### src/rtl/dm_access_ctrl_pkg.sv
// Shared state encoding and default geometry for the data-memory access controller.
package dm_pkg;

    localparam int DM_ADDR_W  = 16;
    localparam int DM_DATA_W  = 16;
    localparam int DM_TIMEOUT = 15;

    typedef enum logic [1:0] {
        IDLE   = 2'd0,
        ACCESS = 2'd1,
        DONE   = 2'd2
    } state_t;

endpackage

### src/rtl/dm_access_ctrl_if.sv
// Request/memory bundle between control unit, memory and the access controller.
interface dm_access_ctrl_if #(
    parameter int ADDR_W = dm_pkg::DM_ADDR_W,
    parameter int DATA_W = dm_pkg::DM_DATA_W
);
    logic [ADDR_W-1:0] DMADDR;
    logic [DATA_W-1:0] DIN;
    logic              rd_req;
    logic              wr_req;
    logic [DATA_W-1:0] mem_rdata;
    logic              mem_ready;
    logic [ADDR_W-1:0] mem_addr;
    logic [DATA_W-1:0] mem_wdata;
    logic              mem_en;
    logic              mem_we;
    logic [DATA_W-1:0] DMOUT;
    logic              busy;
    logic              done;
    logic              err;

    modport master (
        output DMADDR, DIN, rd_req, wr_req, mem_rdata, mem_ready,
        input  mem_addr, mem_wdata, mem_en, mem_we, DMOUT, busy, done, err
    );

    modport slave (
        input  DMADDR, DIN, rd_req, wr_req, mem_rdata, mem_ready,
        output mem_addr, mem_wdata, mem_en, mem_we, DMOUT, busy, done, err
    );
endinterface

### src/rtl/dm_timeout_cnt.sv
// Counts ACCESS cycles without mem_ready; expired fires on the cycle the count would reach TIMEOUT.
// Latency: expired is combinational from the current count and inc; no backpressure.
module dm_timeout_cnt #(
    parameter int TIMEOUT = dm_pkg::DM_TIMEOUT
) (
    input  logic clk,
    input  logic rst_n,
    input  logic clr,
    input  logic inc,
    output logic expired
);
    localparam logic [7:0] LIMIT = 8'(TIMEOUT - 1);

    logic [7:0] cnt;

    always_ff @(posedge clk or negedge rst_n) begin
        if (!rst_n) begin
            cnt <= 8'd0;
        end else if (clr) begin
            cnt <= 8'd0;
        end else if (inc) begin
            cnt <= cnt + 8'd1;
        end
    end

    assign expired = inc && (cnt == LIMIT);

endmodule

### src/rtl/dm_access_ctrl.sv
// Single-outstanding data-memory read/write sequencer; optional abort via DM_TIMEOUT_EN.
// Latency: request at edge N -> mem_en in N+1 -> done in N+2 at best; requests while busy are dropped.
module dm_access_ctrl
    import dm_pkg::*;
#(
    parameter int ADDR_W  = DM_ADDR_W,
    parameter int DATA_W  = DM_DATA_W,
    parameter int TIMEOUT = DM_TIMEOUT
) (
    input logic              clk,
    input logic              rst_n,
    dm_access_ctrl_if.slave  bus
);
    if (TIMEOUT < 1 || TIMEOUT > 255) begin : g_bad_timeout
        $error("dm_access_ctrl: TIMEOUT must be in 1..255");
    end

    state_t            state;
    logic [ADDR_W-1:0] addr_q;
    logic [DATA_W-1:0] wdata_q;
    logic [DATA_W-1:0] dmout_q;
    logic              en_q;
    logic              we_q;
    logic              busy_q;
    logic              done_q;
    logic              err_q;
    logic              req;
    logic              to_hit;

    assign req = bus.rd_req | bus.wr_req;

`ifdef DM_TIMEOUT_EN
    dm_timeout_cnt #(.TIMEOUT(TIMEOUT)) u_timeout_cnt (
        .clk     (clk),
        .rst_n   (rst_n),
        .clr     ((state == IDLE) && req),
        .inc     ((state == ACCESS) && !bus.mem_ready),
        .expired (to_hit)
    );
`else
    assign to_hit = 1'b0;
`endif

    always_ff @(posedge clk or negedge rst_n) begin
        if (!rst_n) begin
            state   <= IDLE;
            addr_q  <= '0;
            wdata_q <= '0;
            dmout_q <= '0;
            en_q    <= 1'b0;
            we_q    <= 1'b0;
            busy_q  <= 1'b0;
            done_q  <= 1'b0;
            err_q   <= 1'b0;
        end else begin
            case (state)
                IDLE: begin
                    done_q <= 1'b0;
                    if (req) begin
                        addr_q  <= bus.DMADDR;
                        wdata_q <= bus.DIN;
                        we_q    <= bus.wr_req;
                        en_q    <= 1'b1;
                        busy_q  <= 1'b1;
                        state   <= ACCESS;
                    end
                end
                ACCESS: begin
                    // mem_ready outranks an expiring timeout in the same cycle
                    if (bus.mem_ready || to_hit) begin
                        en_q   <= 1'b0;
                        we_q   <= 1'b0;
                        done_q <= 1'b1;
                        err_q  <= !bus.mem_ready;
                        state  <= DONE;
                        if (bus.mem_ready && !we_q) begin
                            dmout_q <= bus.mem_rdata;
                        end
                    end
                end
                DONE: begin
                    done_q <= 1'b0;
                    busy_q <= 1'b0;
                    state  <= IDLE;
                end
                default: begin
                    en_q   <= 1'b0;
                    we_q   <= 1'b0;
                    done_q <= 1'b0;
                    busy_q <= 1'b0;
                    state  <= IDLE;
                end
            endcase
        end
    end

    assign bus.mem_addr  = addr_q;
    assign bus.mem_wdata = wdata_q;
    assign bus.mem_en    = en_q;
    assign bus.mem_we    = we_q;
    assign bus.DMOUT     = dmout_q;
    assign bus.busy      = busy_q;
    assign bus.done      = done_q;
    assign bus.err       = err_q;

endmodule

### src/flat_wrapper.sv
// flat-port wrapper written by rule: the top's interface ports become plain ports
module dm_access_ctrl_flat import dm_pkg::*;
#(
    parameter int ADDR_W  = DM_ADDR_W,
    parameter int DATA_W  = DM_DATA_W,
    parameter int TIMEOUT = DM_TIMEOUT
)
  (clk, rst_n, bus_DMADDR, bus_DIN, bus_rd_req, bus_wr_req, bus_mem_rdata, bus_mem_ready, bus_mem_addr, bus_mem_wdata, bus_mem_en, bus_mem_we, bus_DMOUT, bus_busy, bus_done, bus_err);
  dm_access_ctrl_if #(.ADDR_W(ADDR_W), .DATA_W(DATA_W)) bus_i ();
  input logic clk;
  input logic rst_n;
  input wire logic [$bits(bus_i.DMADDR)-1:0] bus_DMADDR;
  input wire logic [$bits(bus_i.DIN)-1:0] bus_DIN;
  input wire logic [$bits(bus_i.rd_req)-1:0] bus_rd_req;
  input wire logic [$bits(bus_i.wr_req)-1:0] bus_wr_req;
  input wire logic [$bits(bus_i.mem_rdata)-1:0] bus_mem_rdata;
  input wire logic [$bits(bus_i.mem_ready)-1:0] bus_mem_ready;
  output wire logic [$bits(bus_i.mem_addr)-1:0] bus_mem_addr;
  output wire logic [$bits(bus_i.mem_wdata)-1:0] bus_mem_wdata;
  output wire logic [$bits(bus_i.mem_en)-1:0] bus_mem_en;
  output wire logic [$bits(bus_i.mem_we)-1:0] bus_mem_we;
  output wire logic [$bits(bus_i.DMOUT)-1:0] bus_DMOUT;
  output wire logic [$bits(bus_i.busy)-1:0] bus_busy;
  output wire logic [$bits(bus_i.done)-1:0] bus_done;
  output wire logic [$bits(bus_i.err)-1:0] bus_err;
  assign bus_i.DMADDR = bus_DMADDR;
  assign bus_i.DIN = bus_DIN;
  assign bus_i.rd_req = bus_rd_req;
  assign bus_i.wr_req = bus_wr_req;
  assign bus_i.mem_rdata = bus_mem_rdata;
  assign bus_i.mem_ready = bus_mem_ready;
  assign bus_mem_addr = bus_i.mem_addr;
  assign bus_mem_wdata = bus_i.mem_wdata;
  assign bus_mem_en = bus_i.mem_en;
  assign bus_mem_we = bus_i.mem_we;
  assign bus_DMOUT = bus_i.DMOUT;
  assign bus_busy = bus_i.busy;
  assign bus_done = bus_i.done;
  assign bus_err = bus_i.err;
  dm_access_ctrl #(.ADDR_W(ADDR_W), .DATA_W(DATA_W), .TIMEOUT(TIMEOUT)) u_core (.clk(clk), .rst_n(rst_n), .bus(bus_i));
endmodule
### config.mk
export PLATFORM = sky130hd
export DESIGN_NAME = dm_access_ctrl_flat
export DESIGN_NICKNAME = d
export VERILOG_FILES = /design/src/rtl/dm_access_ctrl_pkg.sv /design/src/rtl/dm_access_ctrl_if.sv /design/src/rtl/dm_timeout_cnt.sv /design/src/rtl/dm_access_ctrl.sv /design/src/flat_wrapper.sv
export SDC_FILE = /design/constraint.sdc
export NUM_CORES = 1
export LEC_CHECK = 0
export CORE_UTILIZATION = 42
export DETAILED_ROUTE_END_ITERATION = 8
export PLACE_DENSITY = 0.9
export SLEW_MARGIN = 20
export SYNTH_ARGS = -nofsm -noshare
export SYNTH_HDL_FRONTEND = slang
export SYNTH_SLANG_ARGS = --single-unit
### constraint.sdc
create_clock -name clk -period 2.6 [get_ports clk]
set_clock_uncertainty 0.05 [all_clocks]
set_input_delay 0.26 -clock clk [delete_from_list [all_inputs] [get_ports clk]]
set_output_delay 0.26 -clock clk [all_outputs]
set_load 0.01 [all_outputs]
=== Word-level counts from Yosys, hierarchy flattened ===
Index checks and enable logic that the tools add are counted.

* Add/sub/neg operators: 0
* Multiply operators: 0
* Div/mod/pow operators: 0
* Order comparisons: 0
* Eq/ne operators: 4
* Shifts and indexed selects: 0
* Mux-type cells: 11
* Bitwise logic cells: 3
* Reductions and logical operators: 10

{| class="wikitable"
|+ Operators by type and width
! kind !! number
|-
| $reduce_and 2->1 || 4
|-
| $pmux 1 s3 || 2
|-
| $reduce_and 3->1 || 2
|-
| $mux 1 || 5
|-
| $mux 2 || 2
|-
| $pmux 2 s2 || 1
|-
| $eq 2x1->1 const B || 1
|-
| $eq 2x2->1 const B || 1
|-
| $logic_not 1->1 || 2
|-
| $logic_not 2->1 || 1
|-
| $ne 2x1->1 const B || 1
|-
| $ne 2x2->1 const B || 1
|-
| $not 1->1 || 2
|-
| $pmux 1 s2 || 1
|-
| $logic_and 1x1->1 || 1
|-
| $or 1x1->1 || 1
|}

* Bits in registers: 55
* Latch bits: 0
* Memory bits (writable): 0
* ROM bits: 0
* Bits of input ports: 53
* Memories: 0

=== Logic depth before layout (Yosys ltp) ===
* Word-level depth: 3
* Mapped depth: 4
* Gate-level depth less buffers: 3

=== Least setup slack after synthesis ===
No wires, ideal clock.

* Path type: register -> register
* Start: register u_core.state[1]
* End: register u_core.dmout_q[10], in the netlist u_core.bus.DMOUT[10]
* Library setup time: 125 ps
* Arrival: 1335 ps
* Required time: 2425 ps
* Setup slack: 1090 ps
* Stages on the path, launching flop included: 5
* Path buffers: 2
* Cell sequence: dfrtp_1 buf_2 nor3_4 buf_8 mux2_2

* Cells in the longest elaborated chain, start to end: 2

{| class="wikitable"
|+ Ends and longest elaborated chain
! element !! RTL line !! RTL
|-
| start, declared || dm_access_ctrl.sv:18 || <nowiki>state_t state;</nowiki>
|-
| start signal, assigned || dm_access_ctrl.sv:46 || <nowiki>state <= IDLE;</nowiki>
|-
| start signal, assigned || dm_access_ctrl.sv:65 || <nowiki>state <= ACCESS;</nowiki>
|-
| start signal, assigned || dm_access_ctrl.sv:75 || <nowiki>state <= DONE;</nowiki>
|-
| $eq 2x1->1 || dm_access_ctrl.sv:56 || <nowiki>case (state)</nowiki>
|-
| $reduce_and 3->1 (no source line) || -- ||
|-
| end signal, assigned || dm_access_ctrl.sv:77 || <nowiki>dmout_q <= bus.mem_rdata;</nowiki>
|-
| end, declared || dm_access_ctrl.sv:21 || <nowiki>logic [DATA_W-1:0] dmout_q;</nowiki>
|}

Every way passes these cells.
A chain may end at the register's enable or synchronous reset.

=== Worst setup path in the final report ===
* Start: register u_core.state[1]
* End: register u_core.wdata_q[14], in the netlist u_core.bus.mem_wdata[14]

* Cells in the longest elaborated chain, start to end: 2

{| class="wikitable"
|+ Ends and longest elaborated chain
! element !! RTL line !! RTL
|-
| $logic_not 2->1 || dm_access_ctrl.sv:56 ||
|-
| $reduce_and 2->1 (no source line) || -- ||
|-
| end signal, assigned || dm_access_ctrl.sv:61 || <nowiki>wdata_q <= bus.DIN;</nowiki>
|-
| end, declared || dm_access_ctrl.sv:20 || <nowiki>logic [DATA_W-1:0] wdata_q;</nowiki>
|}

Every way passes these cells.

==> results.tsv <==
metric	value	unit
dieArea	5280	sq um
finalCritPeriodShare	64.3	%
insertedDiodeCount	0	
grt_util_all_layers	18.1	%
hold_buffers	1	
rows	25	
met2WireLength	2230	um
drt_iter0_drc	57	
place_hpwl	3290	um
outcome	finished, final reports clean	
tightestPinTransition	0.586	ns
setup_ws	0.929	ns
finalSetupViolCount	0	
fp.dieW	72.6	um
p_leak	0.00135	uW
start_util	44.1	%
netlist-cell-type-count	21	
layout_commonest_cell	clkdlybuf4s50_1	
pwr_density_cell	1090	nW/um^2
die_h	72.6	um
endpoint_kind	flip-flop	
cap_violations	0	
path_clk_slew	0.09	ns
core_region_area	4750	sq um
hold_class	in -> async	
area_growth	56.9	%
p_int	2540	uW
max_stage_delay	0.52	ns
cts_setup_buffers	0	
drive_above_1_share	24.8	%
grt_pass1_vias	1522	
clk_path_buf_depth	2	
met1_length	1740	um
critPathRequiredTime	2.73	ns
vdd_drop_max	0.000515	V
yosys.area.top_type	dfrtp_1	
swShare	29.3	%
nNetsFinal	292	
power_switching	1050	uW
synth_area_leaders	dfrtp_1, mux2_2, nor3_4	
finalHoldViolCount	0	
slew_viol_final	0	
cts_tree	done	
io_pins	106	
crit_type	reg -> reg	
htree_levels	2	
ys_seq_area_share	65.7	%
final_cell_mix	clkdlybuf4s50_1, dfrtp_1, mux2_2	
ys_ff_latch	55	
numCtsBuffers	5	
drt-pass1-iter-count	4	
synth_top_area_share	65.7	%
fin_tns_setup	0	ns
clock_tree.root_cell	clkbuf_8	
crit_path_cell_trace	nor3_4 > buf_4 > mux2_2	
ant_nets	0	
timing.fmax	598	MHz
cp_data_arrival_time	1.80	ns
io_buffers	105	
synth_cells	128	
path_max_fanout	33	
drcViolationCount	0	
p_comb_share	46.8	%
crit_slowest_cell	dfrtp_1	
syn_area_per_cell	16.4	sq um
syn_nets	181	
route.met3.wl	417	um
drt-vias-per-instance	4.77	
pre_cts_ws	0.649	ns
cts_resized	0	
netlist_area	2100	sq um
seq_power_share	41.6	%
finalWirelength	4420	um
top_layer_used	met4	
antenna_found_initial	0	
grt_max_degree	34	
insertion_delay	0.29	ns
synth_warnings	0	
rsz0062_at_grt	no	
start_kind	flip-flop	
grt_pass1_wl	7220	um
clock_sinks	55	
avgRoutedWirePerCell	14.5	um
clockPowerShare	11.6	%
relSlewSlack	60.9	%
vias	1455	
gp_congestion	0.655	
gr-total-overflow	0	
period_needed	1.67	ns
cell usage after synthesis (all sizes together):
cell	instances
a211o	1
a21oi	1
a2bb2oi	1
buf	5
dfrtp	55
inv	2
mux2	48
nand2	2
nor2	4
nor2b	1
nor3	3
nor3b	1
o211ai	1
o21ai	1
o21ba	1
or2b	1
per-layer routing:
layer  global-route usage, %  up-vias
met5                       0        -
met4                    4.58        0
met3                    7.60        4
met2                    30.0       68
met1                    21.7      716
li1                        -      667
final timing paths:
kind                                        startpoint                       end  slack [ns]  depth (start not counted)
worst max-delay path                   u_core.state[1]  u_core.bus.mem_wdata[14]        0.93                          3
worst min-delay path                             rst_n    u_core.bus.mem_addr[2]        0.45                          2
worst max register to register         u_core.state[1]  u_core.bus.mem_wdata[14]        0.93                          3
worst min register to register  u_core.bus.mem_addr[1]    u_core.bus.mem_addr[1]        0.46                          1
max in group asynchronous                        rst_n    u_core.bus.mem_addr[1]        1.26                          3
min in group clk                u_core.bus.mem_addr[1]    u_core.bus.mem_addr[1]        0.46                          1
critical path: cells and delay by family, from the launching register on:
family,cells,cell delay (ns)
flip-flops,1,0.52
buffers and inverters,1,0.39
multiplexers,1,0.39
AND/OR/NAND/NOR,1,0.20
flip-flops by register name, indices dropped and copies added, names as in the netlist:
register / flops
u_core.bus.mem_addr: 16
u_core.bus.mem_en: 1
u_core.state: 2
u_core.bus.done: 1
u_core.bus.mem_wdata: 16
u_core.bus.mem_we: 1
u_core.bus.err: 1
u_core.bus.DMOUT: 16
u_core.bus.busy: 1
area by class of cell:
cell class | instances | area (sq um)
fill | 356 | 1470
sequential | 55 | 1380
timing repair buffer | 109 | 1080
multi-input combinational | 66 | 669
tap | 67 | 83.8
clock buffer | 6 | 72.6
inverter | 2 | 7.51
power by group through the flow:
stage / clock, uW / sequential (uW) / combinational, uW
final: 418 / 1500 / 1680
after global routing: 472 / 1550 / 1800
after global placement: 0 / 1490 / 1660
after CTS: 438 / 1500 / 1710
after detailed placement: 0 / 1510 / 1700
after floorplan: 0 / 1680 / 530
metrics by stage:
| step | util [%] | power [uW] | instances | area, sq um | hold WS [ns] |
|---|---|---|---|---|---|
| global placement | 67.4 | 3160 | 298 | 3210 | 0.240 |
| floorplan | - | 2210 | 128 | 2100 | -0.0856 |
| CTS | 69.2 | 3650 | 305 | 3290 | 0.459 |
| global route | 69.2 | 3830 | 305 | 3290 | 0.471 |
| finish | 69.2 | 3600 | 305 | 3290 | 0.446 |
| detailed placement | 67.4 | 3210 | 298 | 3210 | 0.247 |
kinds of logic after synthesis:
| group | synth area share, % |
|---|---|
| AO/OA/AOI/OAI | 2.15 |
| buffers and inverters | 2.39 |
| flip-flops | 65.7 |
| multiplexers | 25.8 |
| AND/OR/NAND/NOR | 4.00 |
Power figures use the tool's default switching activity.
